### src/rtl/prop_delay_meter_mc.sv
// Multi-channel in->out propagation-delay meter: averages 2**AVG_LOG2 samples per channel and
// streams results over valid/ready. Define PDM_SYNC_EN to add 2-flop input synchronisers.
module prop_delay_meter_mc #(
  parameter int unsigned N_CH     = 4,
  parameter int unsigned CNT_W    = 16,
  parameter int unsigned AVG_LOG2 = 2,
  parameter int unsigned TIMEOUT  = 65535
) (
  input  logic             clk,
  input  logic             rst_n,
  input  logic             start,
  input  logic             fin_test,
  input  logic [N_CH-1:0]  in_evt,
  input  logic [N_CH-1:0]  out_evt,
  output logic             busy,
  output logic             res_valid,
  input  logic             res_ready,
  output logic [3:0]       res_ch,
  output logic [CNT_W-1:0] res_time,
  output logic             res_tmo,
  output logic             done
);
  localparam int unsigned AccW   = CNT_W + AVG_LOG2;
  localparam int unsigned NSampW = AVG_LOG2 + 1;
  localparam logic [NSampW-1:0] NSamp = NSampW'(2 ** AVG_LOG2);

  typedef enum logic [1:0] {StIdle, StMeasure, StDrain, StFinish} st_e;
  typedef enum logic [1:0] {ChWaitIn, ChCount, ChDone} ch_st_e;

  logic [N_CH-1:0] in_s, out_s;
`ifdef PDM_SYNC_EN
  logic [N_CH-1:0] in_m1_q, in_m2_q, out_m1_q, out_m2_q;
  always_ff @(posedge clk or negedge rst_n) begin
    if (!rst_n) begin
      in_m1_q  <= '0;
      in_m2_q  <= '0;
      out_m1_q <= '0;
      out_m2_q <= '0;
    end else begin
      in_m1_q  <= in_evt;
      in_m2_q  <= in_m1_q;
      out_m1_q <= out_evt;
      out_m2_q <= out_m1_q;
    end
  end
  assign in_s  = in_m2_q;
  assign out_s = out_m2_q;
`else
  assign in_s  = in_evt;
  assign out_s = out_evt;
`endif

  // Registered edge detect: an edge is acted on one cycle after it reaches in_s/out_s.
  logic [N_CH-1:0] in_d1_q, in_d2_q, out_d1_q, out_d2_q, in_rise, out_rise;
  always_ff @(posedge clk or negedge rst_n) begin
    if (!rst_n) begin
      in_d1_q  <= '0;
      in_d2_q  <= '0;
      out_d1_q <= '0;
      out_d2_q <= '0;
    end else begin
      in_d1_q  <= in_s;
      in_d2_q  <= in_d1_q;
      out_d1_q <= out_s;
      out_d2_q <= out_d1_q;
    end
  end
  assign in_rise  = in_d1_q & ~in_d2_q;
  assign out_rise = out_d1_q & ~out_d2_q;

  st_e               st_q, st_d;
  logic [31:0]       tmo_q, tmo_d, tmo_inc;
  logic              tmo_hit, all_done, load, ch_run, ch_clr, sel_done;
  logic [AccW-1:0]   sel_acc;
  logic              res_valid_q, res_valid_d, res_tmo_q, res_tmo_d;
  logic [3:0]        res_ch_q, res_ch_d;
  logic [CNT_W-1:0]  res_time_q, res_time_d;

  ch_st_e            ch_st_q [N_CH];
  ch_st_e            ch_st_d [N_CH];
  logic [CNT_W-1:0]  cnt_q   [N_CH];
  logic [CNT_W-1:0]  cnt_d   [N_CH];
  logic [AccW-1:0]   acc_q   [N_CH];
  logic [AccW-1:0]   acc_d   [N_CH];
  logic [NSampW-1:0] nsamp_q [N_CH];
  logic [NSampW-1:0] nsamp_d [N_CH];

  always_comb begin
    st_d        = st_q;
    tmo_d       = tmo_q;
    res_valid_d = res_valid_q;
    res_ch_d    = res_ch_q;
    res_time_d  = res_time_q;
    res_tmo_d   = res_tmo_q;
    load        = 1'b0;
    ch_run      = 1'b0;
    ch_clr      = 1'b0;
    all_done    = 1'b1;
    for (int i = 0; i < N_CH; i++) begin
      if (ch_st_q[i] != ChDone) all_done = 1'b0;
    end
    tmo_inc = (tmo_q == '1) ? tmo_q : tmo_q + 32'd1;
    tmo_hit = (tmo_inc >= TIMEOUT);

    unique case (st_q)
      StIdle: begin
        if (start) begin
          st_d   = StMeasure;
          tmo_d  = '0;
          ch_clr = 1'b1;
        end
      end
      StMeasure: begin
        tmo_d = tmo_inc;
        if (all_done || tmo_hit) begin
          st_d        = StDrain;
          res_valid_d = 1'b1;
          res_ch_d    = 4'd0;
          load        = 1'b1;
        end else begin
          ch_run = 1'b1;
        end
      end
      StDrain: begin
        if (res_ready) begin
          if (res_ch_q == 4'(N_CH - 1)) begin
            st_d        = StFinish;
            res_valid_d = 1'b0;
          end else begin
            res_ch_d = res_ch_q + 4'd1;
            load     = 1'b1;
          end
        end
      end
      StFinish: st_d = StIdle;
      default:  st_d = StIdle;
    endcase

    // Channels are frozen once MEASURE ends, so anything not in ChDone here timed out.
    sel_done = 1'b0;
    sel_acc  = '0;
    for (int i = 0; i < N_CH; i++) begin
      if (res_ch_d == 4'(i)) begin
        sel_done = (ch_st_q[i] == ChDone);
        sel_acc  = acc_q[i];
      end
    end
    if (load) begin
      res_tmo_d  = !sel_done;
      res_time_d = sel_done ? CNT_W'(sel_acc >> AVG_LOG2) : '1;
    end

    if (fin_test) begin
      st_d        = StIdle;
      res_valid_d = 1'b0;
      ch_run      = 1'b0;
      ch_clr      = 1'b0;
    end
  end

  always_comb begin
    logic [CNT_W-1:0] cnt_inc;
    logic [CNT_W-1:0] sample;
    logic             take;
    for (int i = 0; i < N_CH; i++) begin
      ch_st_d[i] = ch_st_q[i];
      cnt_d[i]   = cnt_q[i];
      acc_d[i]   = acc_q[i];
      nsamp_d[i] = nsamp_q[i];
      cnt_inc    = (cnt_q[i] == '1) ? cnt_q[i] : cnt_q[i] + CNT_W'(1);
      sample     = '0;
      take       = 1'b0;
      if (ch_clr) begin
        ch_st_d[i] = ChWaitIn;
        cnt_d[i]   = '0;
        acc_d[i]   = '0;
        nsamp_d[i] = '0;
      end else if (ch_run) begin
        unique case (ch_st_q[i])
          ChWaitIn: begin
            if (in_rise[i]) begin
              cnt_d[i]   = '0;
              ch_st_d[i] = ChCount;
              take       = out_rise[i];
            end
          end
          ChCount: begin
            cnt_d[i] = cnt_inc;
            if (out_rise[i]) begin
              take   = 1'b1;
              sample = cnt_inc;
            end
          end
          ChDone: ;
          default: ;
        endcase
        if (take) begin
          acc_d[i]   = acc_q[i] + AccW'(sample);
          nsamp_d[i] = nsamp_q[i] + NSampW'(1);
          ch_st_d[i] = (nsamp_q[i] + NSampW'(1) == NSamp) ? ChDone : ChWaitIn;
        end
      end
    end
  end

  always_ff @(posedge clk or negedge rst_n) begin
    if (!rst_n) begin
      st_q        <= StIdle;
      tmo_q       <= '0;
      res_valid_q <= 1'b0;
      res_ch_q    <= '0;
      res_time_q  <= '0;
      res_tmo_q   <= 1'b0;
      for (int i = 0; i < N_CH; i++) begin
        ch_st_q[i] <= ChWaitIn;
        cnt_q[i]   <= '0;
        acc_q[i]   <= '0;
        nsamp_q[i] <= '0;
      end
    end else begin
      st_q        <= st_d;
      tmo_q       <= tmo_d;
      res_valid_q <= res_valid_d;
      res_ch_q    <= res_ch_d;
      res_time_q  <= res_time_d;
      res_tmo_q   <= res_tmo_d;
      for (int i = 0; i < N_CH; i++) begin
        ch_st_q[i] <= ch_st_d[i];
        cnt_q[i]   <= cnt_d[i];
        acc_q[i]   <= acc_d[i];
        nsamp_q[i] <= nsamp_d[i];
      end
    end
  end

  assign busy      = (st_q != StIdle);
  assign done      = (st_q == StFinish);
  assign res_valid = res_valid_q;
  assign res_ch    = res_ch_q;
  assign res_time  = res_time_q;
  assign res_tmo   = res_tmo_q;

endmodule

### config.mk
export PLATFORM = sky130hd
export DESIGN_NAME = prop_delay_meter_mc
export DESIGN_NICKNAME = d
export VERILOG_FILES = /design/src/rtl/prop_delay_meter_mc.sv
export SDC_FILE = /design/constraint.sdc
export NUM_CORES = 1
export LEC_CHECK = 0
export ABC_AREA = 0
export CAP_MARGIN = 20
export CORE_MARGIN = 4
export CORE_UTILIZATION = 45
export CTS_BUF_LIST = sky130_fd_sc_hd__clkbuf_8
export DETAILED_ROUTE_END_ITERATION = 10
export PLACE_DENSITY = 0.68
export SLEW_MARGIN = 20
export SYNTH_ARGS = -nofsm -noshare
export SYNTH_HDL_FRONTEND = slang
export SYNTH_SLANG_ARGS = --single-unit
### constraint.sdc
create_clock -name clk -period 5.5 [get_ports clk]
set_input_delay 0.825 -clock clk [delete_from_list [all_inputs] [get_ports clk]]
set_output_delay 0.825 -clock clk [all_outputs]
set_load 0.01 [all_outputs]
==> results of run 1 <==
path summary, 6_finish.rpt:
path / startpoint / to / cells after the start / slack [ns]
max: cnt_q[19] / acc_q[35] / 20 / 0.50
min: rst_n / tmo_q[5] / 1 / 0.23
max reg2reg: cnt_q[19] / acc_q[35] / 20 / 0.50
min reg2reg: in_d1_q[2] / in_d2_q[2] / 0 / 0.37
max in group asynchronous: rst_n / cnt_q[54] / 2 / 4.20
min in group clk: in_d1_q[2] / in_d2_q[2] / 0 / 0.37
Yosys cell counts, types with 14 or more instances:
master    count
nand3_1      68
nor2b_1      15
o21ai_0     147
dfrtp_1     228
or3_1        14
and3_1       43
nand2_1     207
and4_1       14
a21o_1       30
xor2_1       43
a31oi_1      22
a22o_1       30
ha_1         83
nor3_1       27
xnor2_1      69
buf_2        16
nand2b_1     18
a21oi_1     121
mux2i_1      45
nand4_1      23
inv_1        38
clkbuf_1     56
nor2_1      182
o31ai_1      30
layout make-up:
| type | count | share of cell area [%] |
|---|---|---|
| multi-input cells | 1420 | 53.7 |
| clock buffers | 58 | 4.69 |
| repair buffers | 65 | 3.50 |
| clock inverters | 18 | 0.434 |
| well taps | 448 | 3.29 |
| flip-flops and latches | 228 | 33.5 |
| inverters | 38 | 0.838 |
metrics by stage:
stage               std cells  instance area (sq um)  power, mW
finish                   2275                  17000       4.85
global placement         2199                  16100       3.16
global route             2275                  17000       5.14
CTS                      2275                  17000       4.91
floorplan                1767                  15300       2.70
detailed placement       2199                  16100       3.19
logic make-up after synthesis:
logic type	after synthesis	share of synthesized area [%]
AO/OA/AOI/OAI	492	20.7
XOR/XNOR	112	6.41
adder cells (fa/ha/maj)	87	7.31
buffers and inverters	119	3.20
flip-flops	228	37.3
multiplexers	58	3.90
AND/OR/NAND/NOR	671	21.2
what timing repair did:
| item | 4_1_cts | 5_1_grt |
|---|---|---|
| gates resized for setup | 0 | 3 |
| endpoints found under the setup margin | 0 | 3 |
| hold buffers | 0 | 0 |
sequential cells by signal, indices dropped and copies added (netlist names), 8 cells and up:
name / cells
cnt_q: 64
nsamp_q: 12
ch_st_q: 8
tmo_q: 32
res_time: 16
acc_q: 72
power groups by stage:
| stage | combinational [mW] | sequential [mW] | clock [mW] |
|---|---|---|---|
| 2_1_floorplan | 0.753 | 1.95 | 0 |
| 3_3_place_gp | 1.20 | 1.96 | 0 |
| 3_5_place_dp | 1.23 | 1.96 | 0 |
| 4_1_cts | 1.23 | 1.93 | 1.74 |
| 5_1_grt | 1.38 | 1.95 | 1.81 |
| 6_report | 1.23 | 1.94 | 1.68 |
per-layer routing:
layer / vias up / part of all wire [%]
li1: 6491 / -
met1: 6322 / 47
met2: 284 / 45
met3: 68 / 4.5
met4: 0 / 3.1
met5: - / 0
worst max-delay path, delay by kind of cell (launching register included):
| kind | cells | cell delay [ns] |
|---|---|---|
| adder cells (fa/ha/maj) | 1 | 0.26 |
| AND/OR/NAND/NOR | 12 | 2.37 |
| XOR/XNOR | 2 | 0.29 |
| AO/OA/AOI/OAI | 5 | 1.55 |
| flip-flops | 1 | 0.43 |
==> flow_summary.ini, run 1 <==
[outcome]
status = finished, final reports clean

[sta]
hold_viol_final = 0
max_freq_mhz = 200
rsz0062_at_grt = no
setup_violations = 0
hold_ws_ns = 0.228
worst_slew_pin_slew_ns = 0.831
period_share_pct = 90.9
layout_setup_ws_ns = 0.498
fin_worst_skew_ns = 0.0163
max-slew-margin-rel_pct = 44.1
period_minus_slack_ns = 5.00
drv_slew = 0
tns_ns = 0

[drt]
drc_errors = 0
routed_wirelength_um = 38600
via_count = 13200
drtPass1Iterations = 5
routedWlPerCell_um = 17.0
viasPerCell = 5.79
ant_nets = 0
drt_iter0_drc = 813

[power_and_ir_drop]
switching_share_pct = 33.9
p_leak_nw = 7.71
pwr-share-seq_pct = 40.0
irDropWorstVdd_uv = 228
internal-power_mw = 3.21
p_switching_mw = 1.64
pwr-share-clk_pct = 34.7
power_frac_comb_pct = 25.4
p_per_area_mw_per_mm2 = 285

[yosys]
synth_warnings = 0
async_flop_share_pct = 100
synth_cell_types = 73
synth-main-ff-cell = dfrtp_1
ys_seq_elements = 228
syn_inst = 1767
syn-cell-area_sq_mm = 0.0153
syn_avg_cell_area_sq_um = 8.66
synth_top_area_share_pct = 37.3
yosysTopAreaCell = dfrtp_1
yosysSeqAreaShare_pct = 37.3
synth_edf_count = 0
synth_fp_nets = 1867
synth.top_cells.by_area = dfrtp_1, ha_1, nand2_1

[worst_hold_path]
hold_path_class = input pin to async pin

[placed_design]
gp_congestion = 0.868
dp_slack_ns = 0.299
hpwl_um = 27700
io_buffers = 36

[floorplanning]
rows = 67
dieArea_sq_mm = 0.0370
die_y_um = 192
fp.dieW_um = 192
start_util_pct = 45.6
io_pins = 37
fp.coreArea_sq_mm = 0.0335

[clock_tree]
cts.sinks = 228
postCtsSetupRepairBufs = 0
numCtsBuffers = 45
htree_num_levels = 2
clk_pin_slew_ns = 0.06
clockBufferDepth = 3
cts_tree = done
insertion_delay_ns = 0.59
cts_root_buf = clkbuf_8

[grt]
gr-max-usage-layer = met2
globalRouteMet2Util_pct = 32.5
grtUsageMet1_pct = 29.4
grt_use_met3_pct = 3.22
grt_pass1_wl_um = 63700
first_global_vias = 12500
grt_max_degree = 105
gr-total-overflow = 0
grt_util_all_layers_pct = 20.9
antenna_found_initial = 0

[critical_path]
critical_path.startpoint_type = flop
crit_top_cell = and3_1
critPathKind = flop to flop
worstPathArrival_ns = 5.47
slowest_delay_ns = 0.43
worstPathMaxFanout = 13
crit_required_ns = 5.97
end_kind = flop
slowest_stage = dfrtp_1
crit_chain = and4_1 -> nand4_1 -> nor3_1 -> and3_1 -> and3_1 -> nand3_4 -> and4_1 -> and3_1 -> xnor2_1 -> nor2_1 -> ha_1 -> a2111oi_1 -> nor3_1 -> a41o_1 -> o41a_1 -> a2111o_1 -> a21oi_1 -> or3_1 -> xor2_1 -> nor2_1

[finish]
regArea_sq_mm = 0.00571
nets = 1898
layout_common_cells = dfrtp_1, nand2_1, nor2_1
utilization_pct = 50.7
layout-drive-gt1-share_pct = 7.61
fillCellCount = 3139
multi_input_area_sq_mm = 0.00914
antenna_cells = 0
layout_commonest_cell = dfrtp_1
area_growth_pct = 11.2

[job]
max_cap_violations = 0
Power figures use the tool's default switching activity.
==> run 2, diff against run 1 <==
--- a/config.mk
+++ b/config.mk
@@ -11,6 +11,7 @@
 export CORE_UTILIZATION = 45
 export CTS_BUF_LIST = sky130_fd_sc_hd__clkbuf_8
 export DETAILED_ROUTE_END_ITERATION = 10
+export HOLD_SLACK_MARGIN = 0.02
 export PLACE_DENSITY = 0.68
 export SLEW_MARGIN = 20
 export SYNTH_ARGS = -nofsm -noshare
==> results of run 2 <==
No change in the layout: final DEF, timing and power equal those of run 1.
